File: config.mk
export PLATFORM = sky130hd
export DESIGN_NAME = apb_req_arbiter
export DESIGN_NICKNAME = d
export VERILOG_FILES = /design/src/rtl/apb_arb_pkg.sv /design/src/rtl/apb_rr_arbiter.sv /design/src/rtl/apb_req_arbiter.sv
export SDC_FILE = /design/constraint.sdc
export NUM_CORES = 1
export LEC_CHECK = 0
export BUFFER_PORTS_ARGS = -buffer_cell sky130_fd_sc_hd__buf_4
export CAP_MARGIN = 10
export CORE_ASPECT_RATIO = 0.6
export CORE_MARGIN = 4
export CORE_UTILIZATION = 31
export DETAILED_ROUTE_END_ITERATION = 16
export PLACE_DENSITY = 0.57
export REMOVE_ABC_BUFFERS = 1
export SYNTH_ARGS = -nofsm -noshare
export SYNTH_HDL_FRONTEND = slang
export SYNTH_SLANG_ARGS = --single-unit
File: constraint.sdc
create_clock -name pclk -period 2.31 [get_ports pclk]
set_input_delay 0.1155 -clock pclk [delete_from_list [all_inputs] [get_ports pclk]]
set_output_delay 0.1155 -clock pclk [all_outputs]
set_load 0.05 [all_outputs]
File: src/rtl/apb_arb_pkg.sv
// apb_arb_pkg: FSM state type and default sizing
// for the two-port APB request arbiter.
package apb_arb_pkg;

  localparam int ADDR_W_DEF  = 9;
  localparam int DATA_W_DEF  = 8;
  localparam int TIMEOUT_DEF = 16;

  typedef enum logic [1:0] {
    IDLE,
    ISSUE,
    WAIT,
    DONE
  } state_t;

endpackage

File: src/rtl/apb_rr_arbiter.sv
// apb_rr_arbiter: 2-way round-robin pick.
// Ports: clk, rst_n, req/mask in, en (grant allowed), valid/idx out.
module apb_rr_arbiter
  import apb_arb_pkg::*;
(
  input  logic       clk,
  input  logic       rst_n,
  input  logic [1:0] req,
  input  logic [1:0] mask,
  input  logic       en,
  output logic       valid,
  output logic       idx
);

  // prio = requester that wins a tie
  logic       prio;
  logic [1:0] live;

  assign live  = req & ~mask;
  assign valid = |live;
  assign idx   = (live == 2'b11) ? prio : live[1];

  always_ff @(posedge clk or negedge rst_n) begin
    if (!rst_n) begin
      prio <= 1'b0;
    end else if (en && valid) begin
      prio <= ~idx;
    end
  end

endmodule

File: src/rtl/apb_req_arbiter.sv
// apb_req_arbiter: grants one APB master core to two requesters.
// Ports: req/wr/addr/wdata per side, ack/err/rdata back, core drive.
module apb_req_arbiter
  import apb_arb_pkg::*;
#(
  parameter int ADDR_W  = ADDR_W_DEF,
  parameter int DATA_W  = DATA_W_DEF,
  parameter int TIMEOUT = TIMEOUT_DEF
) (
  input  logic              pclk,
  input  logic              preset,
  input  logic              req0,
  input  logic              req1,
  input  logic              wr0,
  input  logic              wr1,
  input  logic [ADDR_W-1:0] addr0,
  input  logic [ADDR_W-1:0] addr1,
  input  logic [DATA_W-1:0] wdata0,
  input  logic [DATA_W-1:0] wdata1,
  output logic              ack0,
  output logic              ack1,
  output logic              err,
  output logic [DATA_W-1:0] rdata,
  output logic              busy,
  output logic              owner,
  output logic              transfer,
  output logic              mpwrite,
  output logic [ADDR_W-1:0] apb_write_paddr,
  output logic [ADDR_W-1:0] apb_read_paddr,
  output logic [DATA_W-1:0] apb_write_data,
  input  logic              psel,
  input  logic              penable,
  input  logic [DATA_W-1:0] apb_read_data_out
);

  localparam int CW = $clog2(TIMEOUT + 1);

  state_t            state;
  logic [CW-1:0]     cnt;
  logic [1:0]        mask;
  logic              gnt_valid;
  logic              gnt_idx;
  logic              sel_wr;
  logic [ADDR_W-1:0] sel_addr;
  logic [DATA_W-1:0] sel_wdata;
  logic              at_limit;

  apb_rr_arbiter u_rr (
    .clk   (pclk),
    .rst_n (preset),
    .req   ({req1, req0}),
    .mask  (mask),
    .en    (state == IDLE),
    .valid (gnt_valid),
    .idx   (gnt_idx)
  );

  assign sel_wr    = gnt_idx ? wr1 : wr0;
  assign sel_addr  = gnt_idx ? addr1 : addr0;
  assign sel_wdata = gnt_idx ? wdata1 : wdata0;
  assign at_limit  = (cnt == CW'(TIMEOUT));
  assign busy      = (state != IDLE);

  always_ff @(posedge pclk or negedge preset) begin
    if (!preset) begin
      state           <= IDLE;
      cnt             <= '0;
      mask            <= '0;
      owner           <= 1'b0;
      ack0            <= 1'b0;
      ack1            <= 1'b0;
      err             <= 1'b0;
      rdata           <= '0;
      transfer        <= 1'b0;
      mpwrite         <= 1'b0;
      apb_write_paddr <= '0;
      apb_read_paddr  <= '0;
      apb_write_data  <= '0;
    end else begin
      ack0 <= 1'b0;
      ack1 <= 1'b0;
      unique case (state)
        IDLE: begin
          // mask only lives for the IDLE cycle right after DONE
          mask <= '0;
          if (gnt_valid) begin
            state           <= ISSUE;
            owner           <= gnt_idx;
            transfer        <= 1'b1;
            mpwrite         <= sel_wr;
            apb_write_paddr <= sel_wr ? sel_addr : '0;
            apb_read_paddr  <= sel_wr ? '0 : sel_addr;
            apb_write_data  <= sel_wdata;
            cnt             <= '0;
          end
        end
        ISSUE: begin
          cnt   <= cnt + 1'b1;
          state <= WAIT;
        end
        WAIT: begin
          if (psel && penable) begin
            if (!mpwrite) rdata <= apb_read_data_out;
            err      <= 1'b0;
            transfer <= 1'b0;
            ack0     <= ~owner;
            ack1     <= owner;
            state    <= DONE;
          end else if (at_limit) begin
            err      <= 1'b1;
            transfer <= 1'b0;
            ack0     <= ~owner;
            ack1     <= owner;
            state    <= DONE;
          end else begin
            cnt <= cnt + 1'b1;
          end
        end
        DONE: begin
          mask  <= owner ? 2'b10 : 2'b01;
          state <= IDLE;
        end
        default: state <= IDLE;
      endcase
    end
  end

endmodule

After elaboration in Yosys (flattened, before gate mapping)
Index checks and enable logic that the tools add are counted.
{ "totals": {"latch_bits": 0, "out_inout_bits": 41, "rom_bits": 0, "inputBits": 50, "ramBits": 0, "mem_count": 0, "register_bits": 50} }
{ "classes": {"reduce_logical": 15, "shift": 0, "n_mul": 0, "order_cmp": 0, "bitwise_logic": 5, "div": 0, "addsub": 1, "mux": 28, "n_eq_ne": 9} }
{ "op_table": {"columns": ["cell", "count"], "rows": [
  ["$mux 9", 3],
  ["$mux 5", 3],
  ["$pmux 5 s3", 1],
  ["$mux 1", 13],
  ["$mux 2", 4],
  ["$mux 8", 1],
  ["$pmux 2 s4", 1],
  ["$reduce_bool 2->1", 4],
  ["$eq 2x2->1 const B", 3],
  ["$ne 2x2->1 const B", 3],
  ["$reduce_and 2->1", 3],
  ["$reduce_and 3->1", 2],
  ["$add 5x1->5 const B", 1],
  ["$eq 5x5->1 const B", 1],
  ["$pmux 2 s2", 1],
  ["$reduce_and 4->1", 1],
  ["$ne 3x3->1 const B", 1],
  ["$not 1->1", 3],
  ["$reduce_bool 3->1", 1],
  ["$and 2x2->2", 1],
  ["$eq 2x1->1 const B", 1],
  ["$logic_and 1x1->1", 2],
  ["$logic_not 2->1", 1],
  ["$not 2->2", 1],
  ["2 further kinds", 2]
]} }

Logic depth before layout (Yosys ltp)
{ "logic_depth": {"depth_word": 6, "ltp_mapped": 6} }

Modules after synthesis
From an unflattened synthesis, not the netlist that was laid out.
{ "hier_totals": {"cells_unflattened": 202, "area_unflattened_um2": 2245.9} }
{ "by_module_without_submodules": {"columns": ["mod", "area_each_um2", "cells_per_inst", "instances"], "rows": [
  ["apb_req_arbiter", 2169.6, 193, 1],
  ["apb_rr_arbiter", 76.3, 9, 1]
]} }

Worst setup path before layout
Ideal clock, no wire load.
{ "synth_timing": {"kind": "register to register", "start": "register state[0]", "end": "register state[1]", "path_stages_with_launch": 7, "setup_time_ns": 0.125, "period_less_slack_ns": 1.764, "slack_ns": 0.546, "required_time_ns": 2.185, "arrival_ns": 1.639, "cell_sequence": "dfrtp_1 inv_1 ha_1 inv_1 nor3_1 a21oi_1 mux2_2"} }
{ "synth_via": {"elab_chain_cells": 3, "word_cells_on_any_way": 8, "classes_between": "eq/ne (5); mux (1); reduce/logical (2)"} }
{ "synth_lines": {"columns": ["element", "line_no", "source"], "rows": [
  ["start: declaration", "apb_req_arbiter.sv:38", "state_t state;"],
  ["start signal: assignment", "apb_req_arbiter.sv:66", "state <= IDLE;"],
  ["start signal: assignment", "apb_req_arbiter.sv:87", "state <= ISSUE;"],
  ["start signal: assignment", "apb_req_arbiter.sv:99", "state <= WAIT;"],
  ["$eq 2x2->1 / $logic_not 2->1 (equally long branches)", "apb_req_arbiter.sv:82", "unique case (state)"],
  ["$ne 3x3->1 (no line) / $ne 2x2->1 (equally long branches)", null, null],
  ["$reduce_and 2->1 (no line)", null, null]
]} }
Several ways; a longest one is shown, not always the timed one.
A chain may end at the register's enable or synchronous reset.

Final worst setup path
{ "layout_timing": {"start": "register state[0]", "end": "register apb_write_paddr[5]"} }
{ "layout_via": {"elab_chain_cells": 2} }
{ "layout_lines": {"columns": ["element", "line_no", "source"], "rows": [
  ["$logic_not 2->1", "apb_req_arbiter.sv:82", null],
  ["$reduce_and 2->1 (no line)", null, null],
  ["end signal: assignment", "apb_req_arbiter.sv:91", "apb_write_paddr <= sel_wr ? sel_addr : '0;"],
  ["end: declaration", "apb_req_arbiter.sv:28", "output logic [ADDR_W-1:0] apb_write_paddr,"]
]} }
No other way between the ends.

==> results.toml <==
[clock_network]
clkSinkCount = 50
clk_pin_slew_ns = 0.07
cts_tree = "built"
insertion_delay_ns = 0.29
ctsHoldBuffers = 1
root_buffer = "clkbuf_16"
cts_made_buffers = 5
ctsHtreeMaxLevel = 2
cts_resized = 0
cts_buffer_depth = 2
cts_setup_buffers = 0

[die]
die_area_mm2 = 0.008892
top_level_ports = 91
fp.dieW_um = 119.1
start_util_pct = 33.10
core_mm2 = 0.006935
num_rows = 23
die_height_um = 74.66

[synthesis]
synth_ff_type = "dfrtp_1"
ys_ff_latch = 50
synth_area_mm2 = 0.002296
synth_cell_types = 35
async_flop_share_pct = 100.0
yosysSeqAreaShare_pct = 54.50
syn_inst = 203
synth_edf_count = 0
syn-mean-instance-area_um2 = 11.31
ys_warn_count = 0

[timing]
fin_skew_ns = 0.007267
tns_ns = 0
report.final.hold_viol_count = 0
finalCritPeriodShare_pct = 79.93
finalSetupViolCount = 0
clock.fmax_mhz = 541.6
period_minus_slack_ns = 1.846
rsz0062_at_grt = "no"
finalMaxSlewViolations = 0
worst_pin_slew_ns = 0.6570
slew_headroom_pct = 56.20

[global_route]
antenna_found_initial = 0
grt_max_degree = 51
grt-ovfl-total = 0
grt_util_all_layers_pct = 13.32
grt_pass1_vias = 1778
grt_pass1_wl_um = 9266

[cells_and_area]
diodes = 0
fin_util_pct = 46.58
layout.cells.most_common = "buf_4"
fin_nets = 350
area_delta_synth_final_pct = 40.71
final_cell_mix = "buf_4, dfrtp_1, nand2_1"
drive_above_1_share_pct = 42.23
postLayoutCellArea_mm2 = 0.003231

[routing]
wire_per_inst_um = 14.54
top_layer = "met4"
via_per_inst = 4.460
met1_length_um = 2988
drt_wl_total_um = 5759
wl_met3_um = 440
drt_iter0_markers = 103
wl_met2_um = 2271
drc_errors = 0
ant_nets = 0
vias = 1766
dr.pass1.iters = 4

[critical_path]
end_kind = "flip-flop"
worstSetupPathType = "flip-flop to flip-flop"
reg2reg_to = "apb_write_paddr[5]$_DFFE_PN0P_"
cp_max_fo = 9
cp.required_ns = 2.51
path_common_cell = "inv_1"
slowest_delay_ns = 0.40
reg2reg_depth = 6
r2r_slack_ns = 0.46
cp-start-kind = "flip-flop"
critPathSlowestCell = "dfrtp_1"
r2r_start = "state[0]$_DFFE_PN0P_"
arrival_ns = 2.05
path_cells = "inv_1 -> ha_1 -> inv_1 -> a21oi_1 -> o21ai_1 -> o21ai_0"

[power]
pwr-share-seq_pct = 29.0
p_sw_mw = 2.423
ir_worst_vdd_uv = 648.0
clkPwrFrac_pct = 15.4
p_total_mw = 5.040
leakage_nw = 1.610
power_density_mw_per_mm2 = 1560
p_sw_share_pct = 48.08
internal-power_mw = 2.617
p_comb_share_pct = 55.6

[status]
outcome = "finished clean"

[worst_hold_path]
hold_path_startpoint = "apb_read_data_out[2]"
min_path_type = "input pin to flip-flop"
min_to = "rdata[2]$_DFFE_PN0P_"
hold_depth = 2

[placement]
place.gp.congestion = 0.8346
placedInstanceArea_mm2 = 0.003059
hpwl_um = 4363
numPortBuffers = 90

[flow_run]
drv_cap = 0
==> routing by layer <==
metal / track usage [%] / vias to the layer above
met2: 18.39 / 63
met3: 4.204 / 6
met1: 19.82 / 808
met4: 4.236 / 0
met5: 0 / -
li1: - / 889
==> critical path, delay by kind of cell, from the launching register on <==
kind                     cells  cell delay, ns
adder cells (fa/ha/maj)      1            0.25
flip-flops                   1            0.40
AO/OA/AOI/OAI                3            0.91
buffers and inverters        2            0.20
==> how the worst max path moves through the flow <==
stage	cells past startpoint	slack [ns]	startpoint	end
after floorplan	4	0.35	mask[1]$_DFFE_PN0P_	mpwrite$_DFFE_PN0P_
after global placement	6	0.35	state[0]$_DFFE_PN0P_	apb_write_paddr[7]$_DFFE_PN0P_
after detailed placement	6	0.40	state[0]$_DFFE_PN0P_	apb_write_paddr[2]$_DFFE_PN0P_
after CTS	6	0.38	state[0]$_DFFE_PN0P_	apb_write_paddr[2]$_DFFE_PN0P_
after global routing	6	0.15	state[0]$_DFFE_PN0P_	apb_write_paddr[6]$_DFFE_PN0P_
final	6	0.46	state[0]$_DFFE_PN0P_	apb_write_paddr[5]$_DFFE_PN0P_
==> area by class of cell <==
type / instances / area (µm²)
clock buffers: 7 / 152.6
clock inverters: 1 / 8.758
fillers: 669 / 3705
inverters: 6 / 22.52
multi-input cells: 139 / 969.7
flip-flops and latches: 50 / 1251
well taps: 100 / 125.1
repair buffers: 93 / 700.7
==> power by group through the flow <==
stage	registers [mW]	logic [mW]	clock network (mW)
2_1_floorplan	2.49	0.926	0
3_3_place_gp	1.47	2.81	0
3_5_place_dp	1.49	2.83	0
4_1_cts	1.47	2.84	0.809
5_1_grt	1.51	3.01	0.845
6_report	1.46	2.80	0.778
==> through the flow <==
step,instances,hold WS [ns],setup slack [ns]
4_1_cts,396,0.05002,0.3840
5_1_grt,396,0.05956,0.1508
3_5_place_dp,387,0.1914,0.3952
6_report,396,0.05848,0.4635
3_3_place_gp,387,0.1921,0.3536
2_1_floorplan,195,-0.1801,0.3521
==> synth_stat cells (all sizes together), types with 2 or more instances <==
master  number  area, µm²
a21oi        5      25.02
nand2b       4      32.53
nor3b        3      33.78
dfrtp       50       1251
ha           5      62.56
clkbuf       5      18.77
and3         2      12.51
nor2         6      30.03
nand2       32      122.6
nand3        3      15.01
inv          6      22.52
buf          3      33.78
mux2i       19      190.2
o21a         3      22.52
mux2         9      101.4
o21ai       33      206.5
nand3b       2      15.01
and2         2      12.51
==> cell families after synthesis <==
logic type                 share of synthesized area (%)
adders and majority gates                          2.725
DFF                                                54.50
muxes                                              12.70
AOI/OAI and AO/OA                                  13.24
and+or+nand+nor                                    13.57
buffers and inverters                              3.270
==> sequential cells by signal (all words and copies together), names as in the netlist <==
register         cells
ack0                 1
ack1                 1
apb_read_paddr       9
apb_write_data       8
apb_write_paddr      9
cnt                  5
err                  1
mask                 2
mpwrite              1
owner                1
rdata                8
state                2
transfer             1
u_rr.prio            1
Note: power is estimated with default switching activity, not from simulation.
